===== src/rtl/aes256_inv_key_sched.sv =====
// rtl/aes256_inv_key_sched.sv - reverse AES-256 round-key generator (rk14..rk0), one external S-box
// Optional: define AES256_INV_KEY_ROUND_IDX_EN to add the rk_round output.
module aes256_inv_key_sched (
    input  logic         clk,
    input  logic         rst_n,
    input  logic         start,
    input  logic [255:0] key_in,
    output logic         busy,
    output logic         rk_valid,
    input  logic         rk_ready,
    output logic [127:0] rk_out,
    output logic         rk_last,
    output logic [31:0]  sub_in,
    input  logic [31:0]  sub_out
`ifdef AES256_INV_KEY_ROUND_IDX_EN
    ,
    output logic [3:0]   rk_round
`endif
);

    typedef enum logic {
        IDLE = 1'b0,
        EMIT = 1'b1
    } state_t;

    state_t         state;
    state_t         state_nx;
    logic [255:0]   win;
    logic [255:0]   win_nx;
    logic [3:0]     idx;
    logic [3:0]     idx_nx;

    logic [31:0]    w_k3;
    logic [31:0]    w_k3_rot;
    logic           idx_odd;
    logic [7:0]     rcon;
    logic [31:0]    t_k4;
    logic [127:0]   new_words;

    // Window layout: win[255:224] = w[k] ... win[31:0] = w[k+7].
    assign w_k3     = win[159:128];
    assign w_k3_rot = {w_k3[23:0], w_k3[31:24]};
    assign idx_odd  = idx[0];

    // For odd idx, (idx+1)/2 - 1 equals idx[3:1], so the constant never needs GF reduction.
    assign rcon = 8'h01 << idx[3:1];
    assign t_k4 = idx_odd ? (sub_out ^ {rcon, 24'h0}) : sub_out;

    // All four previous words depend only on the current window, never on each other.
    assign new_words = {win[127:96] ^ t_k4,
                        win[95:64]  ^ win[127:96],
                        win[63:32]  ^ win[95:64],
                        win[31:0]   ^ win[63:32]};

    always_ff @(posedge clk or negedge rst_n) begin
        if (!rst_n) begin
            state <= IDLE;
            win   <= '0;
            idx   <= '0;
        end else begin
            state <= state_nx;
            win   <= win_nx;
            idx   <= idx_nx;
        end
    end

    always_comb begin
        state_nx = state;
        win_nx   = win;
        idx_nx   = idx;
        case (state)
            IDLE: begin
                if (start) begin
                    win_nx   = key_in;
                    idx_nx   = 4'd14;
                    state_nx = EMIT;
                end
            end
            EMIT: begin
                if (rk_ready) begin
                    if (idx == 4'd14) begin
                        idx_nx = 4'd13;
                    end else if (idx == 4'd0) begin
                        state_nx = IDLE;
                    end else begin
                        win_nx = {new_words, win[255:128]};
                        idx_nx = idx - 4'd1;
                    end
                end
            end
            default: state_nx = IDLE;
        endcase
    end

    always_comb begin
        busy     = 1'b0;
        rk_valid = 1'b0;
        rk_last  = 1'b0;
        rk_out   = '0;
        sub_in   = '0;
        if (state == EMIT) begin
            busy     = 1'b1;
            rk_valid = 1'b1;
            rk_last  = (idx == 4'd0);
            rk_out   = (idx == 4'd14) ? win[127:0] : win[255:128];
            sub_in   = idx_odd ? w_k3_rot : w_k3;
        end
    end

`ifdef AES256_INV_KEY_ROUND_IDX_EN
    assign rk_round = (state == EMIT) ? idx : 4'd0;
`endif

endmodule


===== config.mk =====
export PLATFORM = sky130hd
export DESIGN_NAME = aes256_inv_key_sched
export DESIGN_NICKNAME = d
export VERILOG_FILES = /design/src/rtl/aes256_inv_key_sched.sv
export SDC_FILE = /design/constraint.sdc
export NUM_CORES = 1
export LEC_CHECK = 0
export ABC_AREA = 1
export CAP_MARGIN = 0
export CORE_MARGIN = 2
export CORE_UTILIZATION = 53
export CTS_BUF_LIST = sky130_fd_sc_hd__clkbuf_2 sky130_fd_sc_hd__clkbuf_4 sky130_fd_sc_hd__clkbuf_8
export DETAILED_ROUTE_END_ITERATION = 16
export PLACE_DENSITY = 0.88
export SYNTH_ARGS = -nofsm -noshare
export SYNTH_HDL_FRONTEND = slang
export SYNTH_SLANG_ARGS = --single-unit

===== constraint.sdc =====
create_clock -name clk -period 5.6 [get_ports clk]
set_input_delay 1.12 -clock clk [delete_from_list [all_inputs] [get_ports clk]]
set_output_delay 1.12 -clock clk [all_outputs]
set_load 0.01 [all_outputs]

==> summary.txt, run 1 <==
Clocking
  – Post-CTS setup repair buffer count: 0
  – Clock network latency to the later pin of the worst-skew pair: 0.56 ns
  – Clock Tree Buf Depth: 3
  – Hold bufs inserted after CTS: 0
  – Clock Sinks: 261
  – TritonCTS Buffers: 47
  – Count of cells resized by post-cts repair: 0
  – CTS HTree Levels: 2
  – Clock tree from TritonCTS: built
  – Reg clk slew, reported paths: 0.06 ns
  – Cell chosen for the clock root: sky130_fd_sc_hd__clkbuf_8

Logic synthesis
  – Post-Synthesis Cell Area: 0.0155 sq mm
  – Flip-flop and latch count after synthesis: 261
  – Number of synthesis warnings: 0
  – Share of the yosys chip area belonging to registers: 42.2%
  – Fraction of synthesized cell area taken by the top area cell type: 42.2%
  – Netlist cell types: 21
  – Post-synthesis instance total: 2282
  – Library cell with the largest summed area after synthesis: sky130_fd_sc_hd__dfrtp_1
  – Mean area per synthesized cell: 6.78 sq um
  – Synth top area cells: sky130_fd_sc_hd__dfrtp_1 (42%), sky130_fd_sc_hd__nand2_1 (19%), sky130_fd_sc_hd__o21ai_0 (10%)
  – Syn nets: 2577

Final layout
  – Commonest cells after routing, fill and taps aside: sky130_fd_sc_hd__nand2_1 (793), sky130_fd_sc_hd__clkdlybuf4s50_1 (453), sky130_fd_sc_hd__o21ai_0 (320)
  – Area growth from synthesis to final layout: 35.6%
  – Net count, final: 2950
  – Share of post-route cells with drive strength above 1: 3.98%
  – Final cell area excluding filler cells: 0.0210 sq mm
  – Final standard cell count with taps included and fillers excluded: 3075
  – Leading cell type in the layout, fill and taps excluded: sky130_fd_sc_hd__nand2_1

GRT
  – Antenna violations before repair: 6
  – Total GRT Usage: 37.0%
  – Grt total ovfl: 0
  – Largest net degree at the start of global routing: 161
  – First-pass GRT wire length: 88.9 mm
  – Vias in the first global route: 16062

Setup path
  – Startpoint type of the worst setup path: flop
  – Data arrival time of the critical path: 3.67 ns
  – Kind of cell adding the most delay to the critical path: simple AND/OR/NAND/NOR gates
  – Ordered list of cells on the worst path: inv_2, ha_1, nand3_1, nand2_4, buf_4, o22ai_1, clkdlybuf4s50_1
  – Count of buffer and inverter cells on the critical path: 3
  – Delay of the slowest cell on the worst path: 0.86 ns
  – Cell with the largest stage delay on the worst path: sky130_fd_sc_hd__nand2_4
  – Critical Path Sink Type: output port
  – Peak fanout along the critical path: 64
  – Crit Path Category: flop to output port
  – Worst EP required: 4.48 ns

Timing
  – Total count of hold-check failures in the final report: 0
  – Final worst path period need: 4.79 ns
  – Max-slew violations: 0
  – Relative slew margins: 23.1%
  – Count of final setup violators: 0
  – RSZ-0062 raised after global routing: false
  – Measured slew at the worst slew-check pin: 1.15 ns
  – Post-Route Setup TNS: 0 ns
  – Worst Hold Slack: 0.517 ns
  – F_max: 0.209 GHz
  – Final Skew: 0.0120 ns
  – Share of the cycle needed by the critical path after routing: 85.6%

Detailed routing
  – Number of DRC markers after the initial detailed-route iteration: 2081
  – Routed wire length per instance: 18.8 um
  – Final wirelength: 58.0 mm
  – Total via count after detailed routing: 17382
  – Number of detailed-route iterations in the first pass: 6
  – Count of nets left with antenna violations after detail routing: 0
  – Residual DRC count: 0
  – Average via count per standard cell: 5.65

Floorplanning
  – Initial cell density of the core: 53.9%
  – I/O pin total: 455
  – Die Ht: 175 um
  – Placeable core area: 0.0287 sq mm
  – FP Rows: 62
  – Die Width: 175 um
  – Die area: 0.0306 sq mm

Power
  – Power per cell area: 649 mW/mm^2
  – Static Leak: 9.58 nW
  – VDD IR max: 0.000374 V

Placed design
  – Cell count after placement: 2990
  – HPWL after detailed placement: 41.5 mm
  – Final GP Congestion: 0.981
  – Count of input and output buffers: 454
  – Area after DPL: 0.0200 sq mm

Outcome
  – Status: complete, no violations

Run
  – Max-cap check violation count: 0

Min path
  – Tightest Hold Check Type: flop to flop
[state kept, by name (all words and copies together), names as in the netlist]
signal and count:
idx 4, state 1, win 256
[metal layers]
metal,part of all wire (%),up-vias,global-route usage [%]
met4,5.4,2,18.6
met5,0.022,-,0
met1,39,8029,48.0
met2,46,986,58.8
met3,10,185,8.09
li1,-,8180,-
[power breakdown]
part	switching [mW]	internal, mW
Sequential	0.831	2.84
Clock	0.813	1.08
Combinational	4.70	3.35
Total	6.34	7.27
[cell type report]
| type | instances | area (sq um) |
|---|---|---|
| fill | 2323 | 7710 |
| multi-input combinational | 1602 | 7240 |
| sequential | 261 | 6540 |
| timing repair buffer | 473 | 4720 |
| inverter | 270 | 1030 |
| clock buffer | 74 | 918 |
| tap | 384 | 480 |
| clock inverter | 6 | 57.6 |
| antenna | 5 | 12.5 |
[synth_stat cells]
| cell type | number |
|---|---|
| sky130_fd_sc_hd__nand2_1 | 794 |
| sky130_fd_sc_hd__o21ai_0 | 320 |
| sky130_fd_sc_hd__inv_1 | 267 |
| sky130_fd_sc_hd__dfrtp_1 | 261 |
| sky130_fd_sc_hd__o21ai_1 | 153 |
| sky130_fd_sc_hd__o22ai_1 | 121 |
| sky130_fd_sc_hd__a21oi_1 | 96 |
| sky130_fd_sc_hd__buf_2 | 86 |
| sky130_fd_sc_hd__nor2_1 | 53 |
| sky130_fd_sc_hd__clkbuf_1 | 42 |
| sky130_fd_sc_hd__a22oi_1 | 32 |
| sky130_fd_sc_hd__nand3_1 | 24 |
| sky130_fd_sc_hd__buf_1 | 11 |
| sky130_fd_sc_hd__buf_4 | 10 |
| sky130_fd_sc_hd__ha_1 | 3 |
| sky130_fd_sc_hd__inv_2 | 3 |
| sky130_fd_sc_hd__xnor2_1 | 2 |
| sky130_fd_sc_hd__nand3_2 | 1 |
| sky130_fd_sc_hd__nand4_1 | 1 |
| sky130_fd_sc_hd__nor2_2 | 1 |
| sky130_fd_sc_hd__xor2_1 | 1 |
[path summary, 6_finish.rpt]
| check | from | to | slack (ns) | cells after the start |
|---|---|---|---|---|
| hold reg to reg | win[252]$_DFFE_PN0P_ | win[252]$_DFFE_PN0P_ | 0.52 | 2 |
| min in group asynchronous | rst_n | win[150]$_DFFE_PN0P_ | 0.62 | 1 |
| hold / removal | win[252]$_DFFE_PN0P_ | win[252]$_DFFE_PN0P_ | 0.52 | 2 |
| setup reg to reg | state$_DFF_PN0_ | win[183]$_DFFE_PN0P_ | 1.62 | 8 |
| max in group asynchronous | rst_n | win[137]$_DFFE_PN0P_ | 3.64 | 2 |
| setup / recovery | idx[0]$_DFFE_PN0P_ | rk_out[16] | 0.81 | 7 |
[cells by family after synthesis]
family / after synthesis / share of synthesized area [%]
and+or+nand+nor: 874 / 21.5
AOI/OAI and AO/OA: 722 / 24.8
buffers and inverters: 419 / 11.1
DFF: 261 / 42.2
xor gates and xnor gates: 3 / 0.170
adders and majority gates: 3 / 0.243
[worst reg2reg max path: cells and delay by family (launching register included)]
kind,cells,cell delay [ns]
buf+inv,3,2.02
compound gates,1,0.12
flops,1,0.76
simple gates,4,1.00
[stage by stage]
stage                     utilization, %  setup slack (ns)  power [mW]
after global placement              69.7              1.59        11.3
after floorplan                        -              2.58        8.28
after global routing                73.1             0.643        14.6
after CTS                           73.1             0.881        13.5
final                               73.1             0.809        13.6
after detailed placement            69.7              1.48        11.6
(Power assumes the default switching activity.)
==> run 2: changes to the inputs <==
--- a/config.mk
+++ b/config.mk
@@ -7,10 +7,10 @@
 export LEC_CHECK = 0
 export ABC_AREA = 1
 export CAP_MARGIN = 0
-export CORE_MARGIN = 2
-export CORE_UTILIZATION = 53
+export CORE_AREA = 2 2 174 176
 export CTS_BUF_LIST = sky130_fd_sc_hd__clkbuf_2 sky130_fd_sc_hd__clkbuf_4 sky130_fd_sc_hd__clkbuf_8
 export DETAILED_ROUTE_END_ITERATION = 16
+export DIE_AREA = 0 0 176 178
 export PLACE_DENSITY = 0.88
 export SYNTH_ARGS = -nofsm -noshare
 export SYNTH_HDL_FRONTEND = slang
==> run 2 against run 1 <==
Compared with the run above:
- clock power barely moved
- final area rose by 0.21%
- count of clock-buffer cells in the layout did not move
- hold slack got worse by 0.0068 ns
- die area rose by 2.4%
- sequential power barely moved
- sequential share of layout area fell by 0.067 points
- utilization fell by 1.6 points
- clock skew rose by 0.0047 ns
- critical path type unchanged
==> summary.txt, run 2 (synthesis results as in run 1) <==
Outcome
  – Status: complete, no violations

Final layout
  – Final standard cell count with taps included and fillers excluded: 3087
  – Net count, final: 2944
  – Commonest cells after routing, fill and taps aside: sky130_fd_sc_hd__nand2_1 (793), sky130_fd_sc_hd__clkdlybuf4s50_1 (453), sky130_fd_sc_hd__o21ai_0 (320)
  – Area growth from synthesis to final layout: 35.9%
  – Top Registers: win: 256 flops, idx: 4 flops, state: 1 flops
  – Share of post-route cells with drive strength above 1: 3.91%
  – Top register by number of flip-flops: win
  – Filler cells: 2395
  – Largest register FFs: 256
  – Post-layout util: 71.5%
  – Leading cell type in the layout, fill and taps excluded: sky130_fd_sc_hd__nand2_1

Floorplanning
  – Placeable core area: 0.0294 sq mm
  – Die Ht: 178 um
  – I/O pin total: 455
  – FP Rows: 63
  – Initial cell density of the core: 52.6%
  – Die Width: 176 um
  – Die area: 0.0313 sq mm

Detailed routing
  – Final wirelength: 57.7 mm
  – Number of DRC markers after the initial detailed-route iteration: 1838
  – Routed wire length per instance: 18.7 um
  – Total via count after detailed routing: 17363
  – Number of detailed-route iterations in the first pass: 6
  – Count of nets left with antenna violations after detail routing: 0
  – Average via count per standard cell: 5.62
  – Residual DRC count: 0

Power
  – Power per cell area: 646 mW/mm^2
  – VDD IR max: 0.000387 V
  – Static Leak: 9.58 nW

Setup path
  – Crit Path Category: flop to output port
  – Startpoint type of the worst setup path: flop
  – Delay of the slowest cell on the worst path: 0.80 ns
  – Data arrival time of the critical path: 3.47 ns
  – Critical Path Sink Type: output port
  – Worst EP required: 4.48 ns
  – Cell with the largest stage delay on the worst path: sky130_fd_sc_hd__nand2_4
  – Ordered list of cells on the worst path: inv_2, ha_1, nand3_1, nand2_4, buf_12, o22ai_1, clkdlybuf4s50_1
  – Peak fanout along the critical path: 61

Placed design
  – Final GP Congestion: 0.965
  – Cell count after placement: 2992
  – Post-placement worst setup slack: 1.65 ns
  – Count of input and output buffers: 454
  – HPWL after detailed placement: 41.2 mm

Timing
  – RSZ-0062 raised after global routing: false
  – Measured slew at the worst slew-check pin: 1.26 ns
  – Relative slew margins: 16.1%
  – F_max: 0.218 GHz
  – Post-Route Setup TNS: 0 ns
  – Max-slew violations: 0
  – Worst Hold Slack: 0.510 ns
  – Final Skew: 0.0167 ns
  – Final worst path period need: 4.59 ns
  – Total count of hold-check failures in the final report: 0
  – Count of final setup violators: 0
  – PnR worst setup slack: 1.01 ns
  – Share of the cycle needed by the critical path after routing: 82.0%

Min path
  – Tightest Hold Check Type: flop to flop

GRT
  – Grt total ovfl: 0
  – Total GRT Usage: 35.8%
  – Antenna violations before repair: 12
  – Vias in the first global route: 15780
  – First-pass GRT wire length: 87.0 mm
  – Largest net degree at the start of global routing: 251

Clocking
  – Post-CTS setup repair buffer count: 0
  – Hold bufs inserted after CTS: 0
  – Count of cells resized by post-cts repair: 0
  – Clock Sinks: 261
  – Cell chosen for the clock root: sky130_fd_sc_hd__clkbuf_8
  – CTS HTree Levels: 2
  – TritonCTS Buffers: 45
  – Clock network latency to the later pin of the worst-skew pair: 0.56 ns
  – Reg clk slew, reported paths: 0.07 ns
  – Clock tree from TritonCTS: built
  – Clock Tree Buf Depth: 3

Run
  – Max-cap check violation count: 0
[run 2: cell types whose count changed in the layout (fill, tap and decap cells not counted), sizes merged]
cell    delta
diode      +8
buf        -4
clkinv     +2
[run 2: worst max-delay path, delay by kind of cell, from the launching register on]
kind,cells,cell delay (ns)
compound gates,1,0.14
fa+ha+maj,1,0.16
flops,1,0.42
simple gates,2,1.19
buf+inv,3,0.98
[run 2: power breakdown]
group	internal, mW	switching [mW]
Combinational	3.36	4.66
Clock	1.08	0.812
Sequential	2.84	0.842
Total	7.28	6.32
[run 2: worst paths after layout]
path,from,endpoint,slack [ns],depth (start not counted)
worst max-delay path,idx[0]$_DFFE_PN0P_,rk_out[81],1.01,7
worst min-delay path,win[255]$_DFFE_PN0P_,win[255]$_DFFE_PN0P_,0.51,2
worst max register to register,state$_DFF_PN0_,win[197]$_DFFE_PN0P_,1.58,6
worst min register to register,win[255]$_DFFE_PN0P_,win[255]$_DFFE_PN0P_,0.51,2
max in group asynchronous,rst_n,win[237]$_DFFE_PN0P_,3.96,2
min in group asynchronous,rst_n,win[27]$_DFFE_PN0P_,0.54,1
[run 2: metrics by stage]
step	total power, mW	cell area, sq um
after global placement	11.3	20000
after floorplan	8.28	15500
after global routing	14.6	21000
after CTS	13.5	21000
final	13.6	21000
after detailed placement	11.6	20000
[run 2: per-layer routing]
layer / GRT usage (%) / routed length, um / vias to the layer above
met5: 0 / 9 / -
met2: 55.8 / 25800 / 1007
met3: 7.05 / 5950 / 172
li1: - / - / 8168
met1: 47.7 / 22700 / 8014
met4: 18.3 / 3220 / 2
[run 2: area by class of cell]
type / count / area (sq um) / share of cell area [%]
Clock buffer: 74 / 918 / 4.37
Tap cell: 390 / 488 / 2.32
Antenna cell: 13 / 32.5 / 0.155
Multi-Input combinational cell: 1602 / 7240 / 34.4
Clock inverter: 8 / 67.6 / 0.321
Sequential cell: 261 / 6540 / 31.1
Inverter: 270 / 1030 / 4.89
Timing Repair Buffer: 469 / 4720 / 22.5
